### src/rtl/hazard_scoreboard.sv
// hazard_scoreboard
//   Hazard, forwarding and stall unit for the 5-stage RV32 pipeline.
//   Each architectural register r != 0 has a scoreboard entry that holds
//   valid, producer class and pipeline age. The age is 1 in EX, 2 in MEM
//   and 3 in WB. Load-use stalls, multi-cycle EX holds and the forwarding
//   selects are all derived from these entries.
//
//   Optional build macro: HAZARD_PERF_EN adds three 32-bit event counters.
//
// Ports
//   clk, rst                     clock, asynchronous active-low reset
//   id_valid/rs1/rs2/rs*_used    ID-stage instruction and its sources
//   id_rd/id_regwrite/id_class   ID-stage destination and producer class
//                                (00 ALU, 01 load, 10 multi-cycle, 11 other)
//   branch_taken                 taken branch resolved in EX
//   iready_n, dready_n, dbusy    cache handshakes
//   mem_rw_mem                   MEM access type: [1] read, [0] write
//   stall_*                      hold the stage register
//   nop_*                        load a bubble into the stage register
//   fwd_sel_rs1/rs2              EX operand source (registered):
//                                00 regfile, 01 EX/MEM, 10 MEM/WB
//   perf_*_cnt                   event counters (HAZARD_PERF_EN only)

// One scoreboard entry. Its age advances EX -> MEM -> WB and the entry
// then retires. An age-1 producer stays in EX while a multi-cycle op holds EX.
module hazard_sb_entry (
    input  logic       clk,
    input  logic       rst,
    input  logic       hold,
    input  logic       wr,
    input  logic [1:0] wr_cls,
    input  logic       adv1,
    output logic       valid,
    output logic [1:0] cls,
    output logic [1:0] age
);
    always_ff @(posedge clk or negedge rst) begin
        if (!rst) begin
            valid <= 1'b0;
            cls   <= 2'b00;
            age   <= 2'd0;
        end else if (!hold) begin
            if (wr) begin
                // The youngest producer overwrites. A fresh write does not age on this edge.
                valid <= 1'b1;
                cls   <= wr_cls;
                age   <= 2'd1;
            end else if (valid) begin
                case (age)
                    2'd1:    if (adv1) age <= 2'd2;
                    2'd2:    age <= 2'd3;
                    2'd3: begin
                        // The WB write lands on this edge, and the regfile is write-first.
                        valid <= 1'b0;
                        age   <= 2'd0;
                    end
                    default: ;
                endcase
            end
        end
    end
endmodule

module hazard_scoreboard #(
    parameter int NREG     = 32,
    parameter int MDIV_LAT = 4,
    parameter int CNT_W    = 3,
    localparam int IDX_W   = $clog2(NREG)
) (
    input  logic             clk,
    input  logic             rst,
    input  logic             id_valid,
    input  logic [IDX_W-1:0] id_rs1,
    input  logic [IDX_W-1:0] id_rs2,
    input  logic             id_rs1_used,
    input  logic             id_rs2_used,
    input  logic [IDX_W-1:0] id_rd,
    input  logic             id_regwrite,
    input  logic [1:0]       id_class,
    input  logic             branch_taken,
    input  logic             iready_n,
    input  logic             dready_n,
    input  logic             dbusy,
    input  logic [1:0]       mem_rw_mem,
    output logic             stall_if,
    output logic             stall_id,
    output logic             stall_ex,
    output logic             stall_mem,
    output logic             stall_wb,
    output logic             nop_if,
    output logic             nop_id,
    output logic             nop_ex,
    output logic             nop_mem,
    output logic [1:0]       fwd_sel_rs1,
    output logic [1:0]       fwd_sel_rs2
`ifdef HAZARD_PERF_EN
    ,
    output logic [31:0]      perf_loaduse_cnt,
    output logic [31:0]      perf_mdiv_cnt,
    output logic [31:0]      perf_flush_cnt
`endif
);
    localparam logic [1:0] CLS_LOAD = 2'b01;
    localparam logic [1:0] CLS_MDIV = 2'b10;

    logic [NREG-1:0]       ent_valid;
    logic [NREG-1:0][1:0]  ent_cls;
    logic [NREG-1:0][1:0]  ent_age;
    logic [CNT_W-1:0]      mdiv_cnt;

    logic mem_stall, mdiv_busy, accept, load_use;
    logic hz1, hz2, lu1, lu2;

    assign mem_stall = iready_n | (dready_n & mem_rw_mem[1]) | (dbusy & mem_rw_mem[0]);
    assign mdiv_busy = (mdiv_cnt != '0);

    // x0 is never tracked, so its entry is tied off.
    assign ent_valid[0] = 1'b0;
    assign ent_cls[0]   = 2'b00;
    assign ent_age[0]   = 2'd0;

    for (genvar r = 1; r < NREG; r++) begin : g_ent
        hazard_sb_entry u_ent (
            .clk    (clk),
            .rst    (rst),
            .hold   (mem_stall),
            .wr     (accept & id_regwrite & (id_rd == IDX_W'(r))),
            .wr_cls (id_class),
            .adv1   (~mdiv_busy),
            .valid  (ent_valid[r]),
            .cls    (ent_cls[r]),
            .age    (ent_age[r])
        );
    end

    assign hz1 = id_rs1_used & (id_rs1 != '0) & ent_valid[id_rs1];
    assign hz2 = id_rs2_used & (id_rs2 != '0) & ent_valid[id_rs2];
    assign lu1 = hz1 & (ent_cls[id_rs1] == CLS_LOAD) & (ent_age[id_rs1] == 2'd1);
    assign lu2 = hz2 & (ent_cls[id_rs2] == CLS_LOAD) & (ent_age[id_rs2] == 2'd1);
    assign load_use = lu1 | lu2;

    // Priority: reset, then memory stall, then branch flush, then multi-cycle hold, then load-use.
    always_comb begin
        stall_if  = 1'b0;
        stall_id  = 1'b0;
        stall_ex  = 1'b0;
        stall_mem = 1'b0;
        stall_wb  = 1'b0;
        nop_if    = 1'b0;
        nop_id    = 1'b0;
        nop_ex    = 1'b0;
        nop_mem   = 1'b0;
        if (rst) begin
            if (mem_stall) begin
                stall_if  = 1'b1;
                stall_id  = 1'b1;
                stall_ex  = 1'b1;
                stall_mem = 1'b1;
                stall_wb  = 1'b1;
            end else if (branch_taken) begin
                nop_if = 1'b1;
                nop_id = 1'b1;
                nop_ex = 1'b1;
            end else if (mdiv_busy) begin
                stall_if = 1'b1;
                stall_id = 1'b1;
                stall_ex = 1'b1;
                nop_mem  = 1'b1;
            end else if (load_use) begin
                stall_if = 1'b1;
                stall_id = 1'b1;
                nop_ex   = 1'b1;
            end
        end
    end

    assign accept = id_valid & ~mem_stall & ~branch_taken & ~stall_id;

    // The forward source depends on the producer's age when the consumer leaves ID.
    function automatic logic [1:0] fwd_code(input logic hz, input logic [1:0] age);
        if (!hz)              return 2'b00;
        else if (age == 2'd1) return 2'b01;
        else if (age == 2'd2) return 2'b10;
        else                  return 2'b00;
    endfunction

    always_ff @(posedge clk or negedge rst) begin
        if (!rst) begin
            fwd_sel_rs1 <= 2'b00;
            fwd_sel_rs2 <= 2'b00;
            mdiv_cnt    <= '0;
        end else if (!mem_stall) begin
            if (accept) begin
                fwd_sel_rs1 <= fwd_code(hz1, ent_age[id_rs1]);
                fwd_sel_rs2 <= fwd_code(hz2, ent_age[id_rs2]);
                if (id_class == CLS_MDIV)
                    mdiv_cnt <= CNT_W'(MDIV_LAT - 1);
            end else if (mdiv_busy) begin
                mdiv_cnt <= mdiv_cnt - 1'b1;
            end
        end
    end

`ifdef HAZARD_PERF_EN
    always_ff @(posedge clk or negedge rst) begin
        if (!rst) begin
            perf_loaduse_cnt <= '0;
            perf_mdiv_cnt    <= '0;
            perf_flush_cnt   <= '0;
        end else if (!mem_stall) begin
            if (load_use & ~branch_taken & ~mdiv_busy)
                perf_loaduse_cnt <= perf_loaduse_cnt + 32'd1;
            if (mdiv_busy)
                perf_mdiv_cnt <= perf_mdiv_cnt + 32'd1;
            if (branch_taken)
                perf_flush_cnt <= perf_flush_cnt + 32'd1;
        end
    end
`endif

endmodule
### config.mk
export PLATFORM = sky130hd
export DESIGN_NAME = hazard_scoreboard
export DESIGN_NICKNAME = d
export VERILOG_FILES = /design/src/rtl/hazard_scoreboard.sv
export SDC_FILE = /design/constraint.sdc
export NUM_CORES = 1
export LEC_CHECK = 0
export ABC_CLOCK_PERIOD_IN_PS = 7000
export CAP_MARGIN = 20
export CORE_ASPECT_RATIO = 1.75
export CORE_UTILIZATION = 63
export CTS_BUF_LIST = sky130_fd_sc_hd__clkbuf_16
export DETAILED_ROUTE_END_ITERATION = 7
export PLACE_DENSITY = 0.81
export SETUP_SLACK_MARGIN = 0.2
export SLEW_MARGIN = 20
export SYNTH_ARGS = -nofsm -noshare
export SYNTH_HDL_FRONTEND = slang
export SYNTH_SLANG_ARGS = --single-unit
### constraint.sdc
create_clock -name clk -period 7 [get_ports clk]
set_input_delay 0.7 -clock clk [delete_from_list [all_inputs] [get_ports clk]]
set_output_delay 0.7 -clock clk [all_outputs]
set_load 0.005 [all_outputs]
==> results of run 1 <==
sequential cells by signal, summed over array words and instances (netlist names):
register           flops
fwd_sel_rs1            2
fwd_sel_rs2            2
g_ent.u_ent.age       62
g_ent.u_ent.cls       62
g_ent.u_ent.valid     31
mdiv_cnt               3
cell families (layout without fill, tap and decap cells):
| logic type | Yosys count | count (layout) |
|---|---|---|
| flip-flops | 162 | 162 |
| adder cells (fa/ha/maj) | 2 | 2 |
| multiplexers | 144 | 144 |
| AO/OA/AOI/OAI | 238 | 238 |
| buffers and inverters | 87 | 104 |
| AND/OR/NAND/NOR | 314 | 314 |
per-layer routing:
layer / wire length (um) / vias up / track usage [%]
met3: 1950 / 108 / 7.44
met4: 1560 / 0 / 20.3
met2: 14500 / 372 / 58.7
met5: 0 / - / 0
met1: 10400 / 4124 / 42.4
li1: - / 3669 / -
cell type report:
type / count / area, um^2 / share of cell area, %
flip-flops and latches: 162 / 4050 / 35.4
repair buffers: 52 / 483 / 4.21
clock buffers: 17 / 425 / 3.71
clock inverters: 13 / 100 / 0.873
inverters: 22 / 82.6 / 0.720
multi-input cells: 698 / 6040 / 52.7
well taps: 224 / 280 / 2.45
synthesized netlist by cell type, types with 3 or more instances:
master / count / area share [%]
dfrtp_1: 162 / 39
nand3_1: 105 / 5.0
nor2_1: 79 / 2.8
mux2_2: 63 / 6.8
a21oi_1: 39 / 1.9
mux4_2: 37 / 8.0
nor3_1: 36 / 1.7
o211ai_1: 36 / 2.6
clkbuf_1: 33 / 1.2
a211o_1: 32 / 2.7
a21o_1: 32 / 2.3
a2111oi_4: 31 / 8.1
mux2i_1: 31 / 3.0
nand2_1: 26 / 0.93
nor2b_1: 22 / 1.3
inv_1: 19 / 0.68
nand2b_1: 17 / 1.0
buf_2: 12 / 0.57
a211oi_1: 11 / 0.79
nor3b_1: 10 / 0.72
a31oi_1: 9 / 0.54
buf_1: 9 / 0.32
o21ai_0: 8 / 0.38
a22oi_1: 7 / 0.50
mux2_1: 7 / 0.75
a221oi_1: 5 / 0.42
and2_1: 5 / 0.30
buf_6: 5 / 0.54
nand3b_1: 5 / 0.36
buf_4: 4 / 0.29
mux2_4: 4 / 0.57
o221ai_1: 3 / 0.25
o22ai_1: 3 / 0.18
stage by stage:
stage,hold WS (ns),utilization (%),cells
final,0.328,70.0,1188
after global routing,0.388,70.0,1188
after CTS,0.358,70.0,1188
after detailed placement,0.470,66.8,1158
after global placement,0.460,66.8,1158
after floorplan,0.404,-,947
report_power, final:
| part | internal, mW | leakage, nW | switching [mW] |
|---|---|---|---|
| sequential | 0.965 | 2.24 | 0.0354 |
| clock | 0.478 | 0.256 | 0.381 |
| combinational | 0.103 | 2.50 | 0.177 |
| total | 1.55 | 5.00 | 0.594 |
how the worst min path moves through the flow:
| stage | end | startpoint | cells past startpoint | slack (ns) |
|---|---|---|---|---|
| after floorplan | fwd_sel_rs1[0]$_DFFE_PN0P_ | rst | 0 | 0.40 |
| after global placement | g_ent[8].u_ent.cls[1]$_DFFE_PN0P_ | g_ent[8].u_ent.cls[1]$_DFFE_PN0P_ | 1 | 0.46 |
| after detailed placement | g_ent[23].u_ent.cls[0]$_DFFE_PN0P_ | g_ent[23].u_ent.cls[0]$_DFFE_PN0P_ | 1 | 0.47 |
| after CTS | g_ent[18].u_ent.age[1]$_DFFE_PN0P_ | rst | 1 | 0.36 |
| after global routing | g_ent[18].u_ent.valid$_DFFE_PN0P_ | rst | 1 | 0.39 |
| final | g_ent[18].u_ent.age[1]$_DFFE_PN0P_ | rst | 1 | 0.33 |
worst max-delay path: stages:
cell and delay (ns):
clkdlybuf4s50_1 1.14, buf_4 0.38, mux4_2 0.33, nor3_1 0.16, nor4_1 0.10, a211oi_1 0.23
nor3b_1 0.36, a32o_4 0.50, nand2_1 0.09, o21ai_0 0.22, clkdlybuf4s50_1 0.53
==> results by group, run 1 <==
Timing
  • Setup TNS: 0 ns
  • Crit share post-route: 77.9%
  • Fmax: 183 MHz
  • Final WS setup: 1.54 ns
  • Final min period: 5.46 ns
  • Fin Clk Skew: 0.0117 ns
  • RSZ-0062 raised after global routing: no
  • Count of final setup violators: 0
  • Final Slew Violations: 0
  • Worst slew margin: 22.4%
  • Final hold violations: 0
  • Worst-Margin Slew: 1.16 ns

Clock tree
  • CTS buffer count: 17
  • Clock Latency Late Sink: 0.44 ns
  • Root Buffer: clkbuf_16
  • Post-CTS Resized: 0
  • TritonCTS clock tree: built
  • Clock Path Buffers: 2
  • Post-CTS Hold Buffers: 0
  • Postcts setup bufs: 0
  • H-tree lvl count: 4
  • Worst-path clk slew: 0.06 ns
  • TritonCTS Sinks: 162

Setup path
  • Reg2reg setup slack: 2.78 ns
  • CP endpoint kind: primary output
  • CP startpoint: id_rs2[1]
  • CP required: 6.30 ns
  • Reg2reg path depth: 9
  • Reg2Reg Launch Point: g_ent[11].u_ent.age[1]$_DFFE_PN0P_
  • Worst setup endpoint: stall_if
  • Crit path DAT: 4.76 ns
  • CP Launch Type: input port
  • WS Path Type: in2out
  • Critical R2R Capture: fwd_sel_rs2[0]$_DFFE_PN0P_
  • CP Max Fanout: 19

Synthesis
  • Simple-Gate Fraction of Synth Area: 14.9%
  • Area share of xor/xnor cells in the synthesized design: 0%
  • Seq/Total Area, Yosys: 38.7%
  • Post-synth EDFFs: 0
  • Mux share of post-synthesis cell area: 19.5%
  • Yosys cell types: 63
  • Netlist Area Pre-Place: 10500 um^2
  • Synth warnings: 0
  • Synth Instances: 947
  • Synth Area per Inst: 11.1 um^2
  • Yosys reg bits: 162
  • Syn Nets: 978
  • Post-Synth Adder-Cell Area: 0.239%
  • Largest family of logic cells by synthesized area: compound AO/OA/AOI/OAI gates
  • FFs w/ async S/R, synth: 100%
  • Ys flop type: dfrtp_1
  • Compound-gate portion of the synthesized area: 22.6%

Finish
  • Final nets: 984
  • Commonest cells after routing, fill and taps aside: dfrtp_1, nand3_1, nor2_1
  • Antenna diodes: 0
  • Share of layout cells above drive strength 1: 19.6%
  • Filler cell count: 1180
  • Layout area overhead: 9.42%
  • Most common cell after layout, fill and taps aside: dfrtp_1
  • Post-route cell area: 11500 um^2

Place
  • Port Buffer Count: 41
  • Post-DP HPWL: 19100 um
  • Area after DPL: 10900 um^2
  • Post-Place Worst Slack: 1.59 ns
  • GPL Wtd Cong: 0.943

Floorplan
  • Die H: 173 um
  • Initial core utilization: 64.0%
  • Die Area: 17200 um^2
  • # rows: 62
  • Chip width: 99.5 um
  • CORE AREA: 16400 um^2
  • I/O pins: 42

Drt
  • Drt drc: 0
  • Vias/cell: 6.96
  • Via count: 8273
  • Routed wire per std cell: 23.8 um
  • DR pass1 iterations: 5
  • Post-DRT Antenna Nets: 0
  • DR iter-0 viols: 710
  • Wirelength, routed: 28300 um

Job
  • MaxCap Viol Count: 0

Global routing
  • GRT Total Usage: 35.4%
  • First-pass GRT wire length: 45900 um
  • Initial antenna violation count: 0
  • Largest net degree at the start of global routing: 102
  • Grt ovf: 0
  • Vias in the first global route: 8502

Power and ir drop
  • Static Leak: 5.00 nW
  • Power Density: 187 nW/um^2
  • Tot Pwr: 2.14 mW
  • Max VDD drop: 0.156 mV

Hold path
  • Worst hold-check path type: in2async

Run status
  • Status: finished, final reports clean
(Power assumes the default switching activity.)
==> run 2, diff against run 1 <==
ABC_CLOCK_PERIOD_IN_PS = 4700   (was 7000)
CORE_UTILIZATION = 56   (was 63)
PLACE_DENSITY = 0.76   (was 0.81)
clock period = 4.7 ns   (was 7 ns; I/O delays follow)
==> run 2 against run 1 <==
Compared with the run above:
- the flow now finishes with violations (hold timing)
- combinational power up 52%
- routed wire length up 1.6%
- final area up 1.8%
==> results by group, run 2 (same netlist as run 1, synthesis figures left out) <==
Global routing
  • Vias in the first global route: 8277 (-2.6%)
  • Initial antenna violation count: 0 (unchanged)
  • First-pass GRT wire length: 45300 um (-1.4%)
  • Grt ovf: 0 (unchanged)
  • GRT Total Usage: 31.3% (-4.1 points)
  • Largest net degree at the start of global routing: 137 (+34%)

Power and ir drop
  • Reg power frac: 44.9% (-1.9 points)
  • NetSw: 0.965 mW (+62%)
  • Switch share: 29.1% (+1.3 points)
  • Share of total power in combinational logic: 12.8% (-0.3 points)
  • Clk pwr share: 42.3% (+2.1 points)
  • Max VDD drop: 0.219 mV (+40%)
  • Power Density: 284 nW/um^2 (+52%)
  • Static Leak: 5.11 nW (+2.1%)
  • Pint: 2.35 mW (+52%)

Clock tree
  • Worst-path clk slew: 0.07 ns (about the same)
  • Root Buffer: clkbuf_16
  • Postcts setup bufs: 0 (unchanged)
  • TritonCTS Sinks: 162 (unchanged)
  • TritonCTS clock tree: built
  • Post-CTS Resized: 0 (unchanged)
  • Post-CTS Hold Buffers: 0 (unchanged)
  • H-tree lvl count: 4 (unchanged)
  • CTS buffer count: 17 (unchanged)
  • Clock Latency Late Sink: 0.44 ns (about the same)
  • Clock Path Buffers: 2 (unchanged)

Setup path
  • CP Max Fanout: 12 (-7)
  • Critical R2R Capture: g_ent[18].u_ent.cls[1]$_DFFE_PN0P_
  • WS Path Type: in2out
  • Reg2Reg Launch Point: g_ent[25].u_ent.age[0]$_DFFE_PN0P_
  • Crit path DAT: 3.85 ns (-0.91 ns)
  • Reg2reg setup slack: 1.07 ns (-1.71 ns)
  • Reg2reg path depth: 9 (unchanged)
  • CP required: 4.23 ns (-2.07 ns)
  • CP Launch Type: input port
  • CP endpoint kind: primary output

Timing
  • Crit share post-route: 91.9%
  • Final hold violations: 1 (+1)
  • Final hold slack: -0.00338 ns (-0.332 ns)
  • Worst slew margin: 21.6% (-0.81 points)
  • Final Slew Violations: 0 (unchanged)
  • Fin Clk Skew: 0.0128 ns (+0.00111 ns)
  • Count of final setup violators: 0 (unchanged)
  • Worst-Margin Slew: 1.18 ns (+0.0121 ns)
  • Fmax: 232 MHz
  • Final min period: 4.32 ns
  • RSZ-0062 raised after global routing: no
  • Setup TNS: 0 ns (unchanged)
  • Final WS setup: 0.382 ns (-1.16 ns)

Run status
  • Failing checks: hold timing
  • Status: finished with violations

Hold path
  • Worst hold-check path type: in2async

Floorplan
  • I/O pins: 42 (unchanged)
  • CORE AREA: 18100 um^2 (+11%)
  • Die Area: 19300 um^2 (+12%)
  • Chip width: 105 um (+5.9%)
  • Die H: 183 um (+6.0%)
  • Initial core utilization: 57.8% (-6.2 points)
  • # rows: 65 (+4.8%)

Drt
  • DR iter-0 viols: 765 (+7.7%)
  • Routed wire per std cell: 23.7 um (-0.54%)
  • Drt drc: 0 (unchanged)
  • Via count: 8450 (+2.1%)
  • DR pass1 iterations: 7 (+2)
  • Wirelength, routed: 28800 um (+1.6%)
  • Vias/cell: 6.97 (about the same)
  • Post-DRT Antenna Nets: 0 (unchanged)

Finish
  • Antenna diodes: 0 (unchanged)
  • Most common cell after layout, fill and taps aside: dfrtp_1
  • Filler cell count: 1427 (+21%)
  • Share of layout cells above drive strength 1: 20.9% (+1.3 points)
  • Commonest cells after routing, fill and taps aside: dfrtp_1, nand3_1, nor2_1
  • Top Registers: g_ent.u_ent.age (62), g_ent.u_ent.cls (62), g_ent.u_ent.valid (31)
  • Layout area overhead: 11.4%
  • Non-filler cells, final: 1213 (+2.1%)
  • Post-Route Utilization: 64.3% (-5.7 points)
  • Final nets: 997 (+1.3%)

Place
  • Post-DP HPWL: 20100 um (+5.1%)
  • Port Buffer Count: 41 (unchanged)
  • Post-Place Worst Slack: 0.426 ns (-1.17 ns)
  • GPL Wtd Cong: 0.922 (-2.3%)
  • Dpl cells: 1181 (+2.0%)

Job
  • MaxCap Viol Count: 0 (unchanged)
==> run 2: changes by cell type in the layout (fill, tap and decap cells not counted) <==
cell	previous run	this run
buf_4	11	21
inv_6	0	5
inv_8	0	5
clkinv_2	4	0
buf_12	0	3
clkinvlp_4	4	2
inv_1	21	19
clkinv_1	2	1
clkinv_4	1	2
nand2_1	25	26
nand2_2	1	0
nand2b_1	16	17
nand2b_2	1	0
==> run 2: area by class of cell <==
type / count / area [um^2] / area share [%]
Inverter: 22 / 82.6 / 0.708
Clock buffer: 17 / 425 / 3.65
Sequential cell: 162 / 4050 / 34.7
Multi-Input combinational cell: 698 / 6030 / 51.7
Tap cell: 234 / 293 / 2.51
Timing Repair Buffer: 65 / 618 / 5.30
Clock inverter: 15 / 163 / 1.39
==> run 2: power by group through the flow <==
stage               Combinational, mW  Sequential, mW  Clock [mW]
CTS                             0.423            1.49        1.42
global placement                0.415            1.51           0
global route                    0.457            1.49        1.47
detailed placement              0.421            1.52           0
floorplan                       0.270            1.50           0
finish                          0.425            1.49        1.40
==> run 2: routing by layer <==
layer	up-vias	track usage, %	wire length, um	share of wire, %
met5	-	0	0	0
met4	0	21.6	2000	7.0
met3	137	6.22	1920	6.7
met2	408	53.3	14600	51
met1	4210	35.1	10300	36
li1	3695	-	-	-
==> run 2: worst max path at each step <==
stage                          end  startpoint  cells after the start  slack [ns]
after floorplan           stall_if   id_rs2[1]                     13        1.30
final                     stall_id   id_rs2[4]                     10        0.38
after global placement    stall_if   id_rs2[0]                     10        0.45
after global routing      stall_id   id_rs2[0]                     10        0.29
after detailed placement  stall_id   id_rs2[0]                     10        0.43
after CTS                 stall_id   id_rs2[0]                     10        0.46
==> run 2: worst max-delay path, stage by stage <==
cell	delay [ns]
clkdlybuf4s50_1	0.72
or2_2	0.49
a221oi_1	0.41
nor2b_1	0.21
a211oi_1	0.07
nor3b_1	0.33
a32o_4	0.26
nand2_1	0.08
o21ai_0	0.26
clkdlybuf4s50_1	0.55
==> run 2: through the flow <==
stage | cell area [um^2] | power, mW
after floorplan | 10500 | 1.77
after global placement | 11100 | 1.93
after detailed placement | 11100 | 1.94
after CTS | 11700 | 3.33
after global routing | 11700 | 3.43
final | 11700 | 3.32
==> run 3, diff against run 2 <==
CAP_MARGIN = default   (was 20)
CORE_MARGIN = 8   (was default)
==> run 3 against run 2 <==
Compared with the run above:
- highest routed layer unchanged
- the flow now finishes without violations
- critical path type unchanged
- register-to-register slack gained 0.13 ns
- maximum frequency is 1.6% higher
- global-route usage shrank 5.5 points
==> results by group, run 3 (same netlist as run 1, synthesis figures left out) <==
Run status
  • Status: finished, final reports clean

Timing
  • Fmax: 235 MHz (+1.6%)
  • RSZ-0062 raised after global routing: no
  • Crit share post-route: 90.5% (-1.4 points)
  • Final Slew Violations: 0 (unchanged)
  • Final WS setup: 0.449 ns (+0.0668 ns)
  • Setup TNS: 0 ns (unchanged)
  • Count of final setup violators: 0 (unchanged)
  • Final hold slack: 0.486 ns (+0.490 ns)
  • Final hold violations: 0 (-1)
  • Final min period: 4.25 ns (-0.0668 ns)
  • Fin Clk Skew: 0.0148 ns (+0.00193 ns)
  • Worst slew margin: 27.9% (+6.3 points)
  • Worst-Margin Slew: 1.08 ns (-0.0973 ns)

Global routing
  • Grt ovf: 0 (unchanged)
  • GRT Total Usage: 25.8% (-5.5 points)
  • Vias in the first global route: 8289 (+0.14%)
  • Initial antenna violation count: 0 (unchanged)
  • First-pass GRT wire length: 47000 um (+3.7%)
  • Largest net degree at the start of global routing: 139 (+1.5%)

Power and ir drop
  • Share of total power in combinational logic: 13.4% (+0.6 points)
  • Clk pwr share: 41.0% (-1.3 points)
  • Pint: 2.29 mW (-2.7%)
  • Power Density: 280 nW/um^2 (-1.5%)
  • Switch share: 29.8% (+0.75 points)
  • Max VDD drop: 0.183 mV (-17%)
  • Reg power frac: 45.7% (+0.8 points)
  • NetSw: 0.973 mW (+0.87%)
  • Tot Pwr: 3.26 mW (-1.7%)
  • Static Leak: 5.08 nW (-0.58%)

Finish
  • Layout area overhead: 11.2%
  • Final nets: 995 (-0.20%)
  • FF/Latch Area: 4050 um^2 (unchanged)
  • Non-filler cells, final: 1215 (+0.16%)
  • Antenna diodes: 0 (unchanged)
  • Post-Route Utilization: 63.0% (-1.4 points)
  • Post-route cell area: 11600 um^2 (-0.18%)
  • Commonest cells after routing, fill and taps aside: dfrtp_1, nand3_1, nor2_1
  • Share of layout cells above drive strength 1: 20.9% (-0.059 points)
  • Most common cell after layout, fill and taps aside: dfrtp_1
  • Filler cell count: 1477 (+3.5%)
  • Top Registers: g_ent.u_ent.age (62), g_ent.u_ent.cls (62), g_ent.u_ent.valid (31)
  • Multi-input logic area: 6040 um^2 (+0.17%)

Clock tree
  • TritonCTS Sinks: 162 (unchanged)
  • Root Buffer: clkbuf_16
  • Clock Path Buffers: 2 (unchanged)
  • Worst-path clk slew: 0.07 ns (about the same)
  • H-tree lvl count: 4 (unchanged)
  • Postcts setup bufs: 0 (unchanged)
  • TritonCTS clock tree: built
  • Clock Latency Late Sink: 0.45 ns (about the same)
  • CTS buffer count: 17 (unchanged)

Hold path
  • Min-Delay Endpoint: g_ent[23].u_ent.cls[0]$_DFFE_PN0P_
  • Worst hold-check path type: reg2reg
  • Min-delay src: g_ent[23].u_ent.cls[0]$_DFFE_PN0P_
  • Cell count of the worst hold path: 1

Setup path
  • CP Max Fanout: 12 (unchanged)
  • CP required: 4.23 ns (about the same)
  • Reg2reg setup slack: 1.20 ns (+0.13 ns)
  • CP endpoint kind: primary output
  • Reg2reg path depth: 9 (unchanged)
  • WS Path Type: in2out
  • Reg2Reg Launch Point: g_ent[11].u_ent.age[0]$_DFFE_PN0P_
  • CP Launch Type: input port
  • Crit path DAT: 3.78 ns (-0.07 ns)
  • Critical R2R Capture: g_ent[16].u_ent.cls[1]$_DFFE_PN0P_

Drt
  • Vias/cell: 6.95 (-0.24%)
  • Wirelength, routed: 29500 um (+2.7%)
  • Drt drc: 0 (unchanged)
  • DR pass1 iterations: 6 (-1)
  • DR iter-0 viols: 813 (+6.3%)
  • Post-DRT Antenna Nets: 0 (unchanged)
  • Routed wire per std cell: 24.3 um (+2.5%)
  • Via count: 8444 (-0.071%)

Floorplan
  • Initial core utilization: 56.6% (-1.1 points)
  • Chip width: 119 um (+13%)
  • # rows: 66 (+1.5%)
  • I/O pins: 42 (unchanged)
  • Die Area: 23500 um^2 (+22%)
  • Die H: 197 um (+7.7%)
  • CORE AREA: 18500 um^2 (+2.0%)

Place
  • Area after DPL: 11100 um^2 (about the same)
  • Port Buffer Count: 41 (unchanged)
  • Dpl cells: 1182 (+0.085%)
  • GPL Wtd Cong: 1.00 (+8.6%)
  • Post-DP HPWL: 20400 um (+1.5%)
  • Post-Place Worst Slack: 0.355 ns (-0.0719 ns)

Job
  • MaxCap Viol Count: 0 (unchanged)
==> run 3: cell types whose count changed in the layout (fill, tap and decap cells not counted), sizes merged <==
cell / change
buf: -3
clkinvlp: +2
bufinv: -1
dlygate4sd3: +1
inv: -1
==> run 3: cell type report <==
cell class / instances / area share, %
multi-input combinational: 698 / 51.9
sequential: 162 / 34.8
timing repair buffer: 63 / 5.31
clock buffer: 17 / 3.65
tap: 238 / 2.56
clock inverter: 15 / 1.09
inverter: 22 / 0.709
==> run 3: power by group through the flow <==
stage,sequential [mW],clock [mW],combinational [mW]
6_report,1.49,1.34,0.436
5_1_grt,1.50,1.41,0.468
4_1_cts,1.49,1.35,0.433
3_5_place_dp,1.51,0,0.430
3_3_place_gp,1.51,0,0.423
2_1_floorplan,1.50,0,0.270
==> run 3: critical path, cell delays in order <==
cell             delay (ns)
clkdlybuf4s50_1        0.71
and2_1                 0.35
a221o_1                0.34
o21ai_0                0.24
a22oi_1                0.15
a211oi_2               0.38
a32o_4                 0.32
nand2_1                0.06
o21ai_0                0.21
clkdlybuf4s50_1        0.54
==> run 3: routing by layer <==
layer	GRT usage, %	part of all wire (%)
met4	16.5	5.7
met5	0	0
met2	43.9	51
met1	29.3	36
met3	4.67	6.5
==> run 3: worst max path at each step <==
stage	start	end	slack, ns	depth (start not counted)
after floorplan	id_rs2[1]	stall_if	1.30	13
after global placement	id_rs1[2]	stall_if	0.33	10
after detailed placement	id_rs1[2]	stall_id	0.35	10
after CTS	id_rs1[2]	stall_id	0.34	10
after global routing	id_rs1[2]	stall_if	0.30	10
final	id_rs1[2]	stall_id	0.45	10
==> run 3: timing repair <==
item | 4_1_cts | 5_1_grt
endpoints found under the setup margin | 0 | 3
hold endpoints to repair | 16 | 0
hold buffers | 1 | 0
resized for setup | 0 | 1
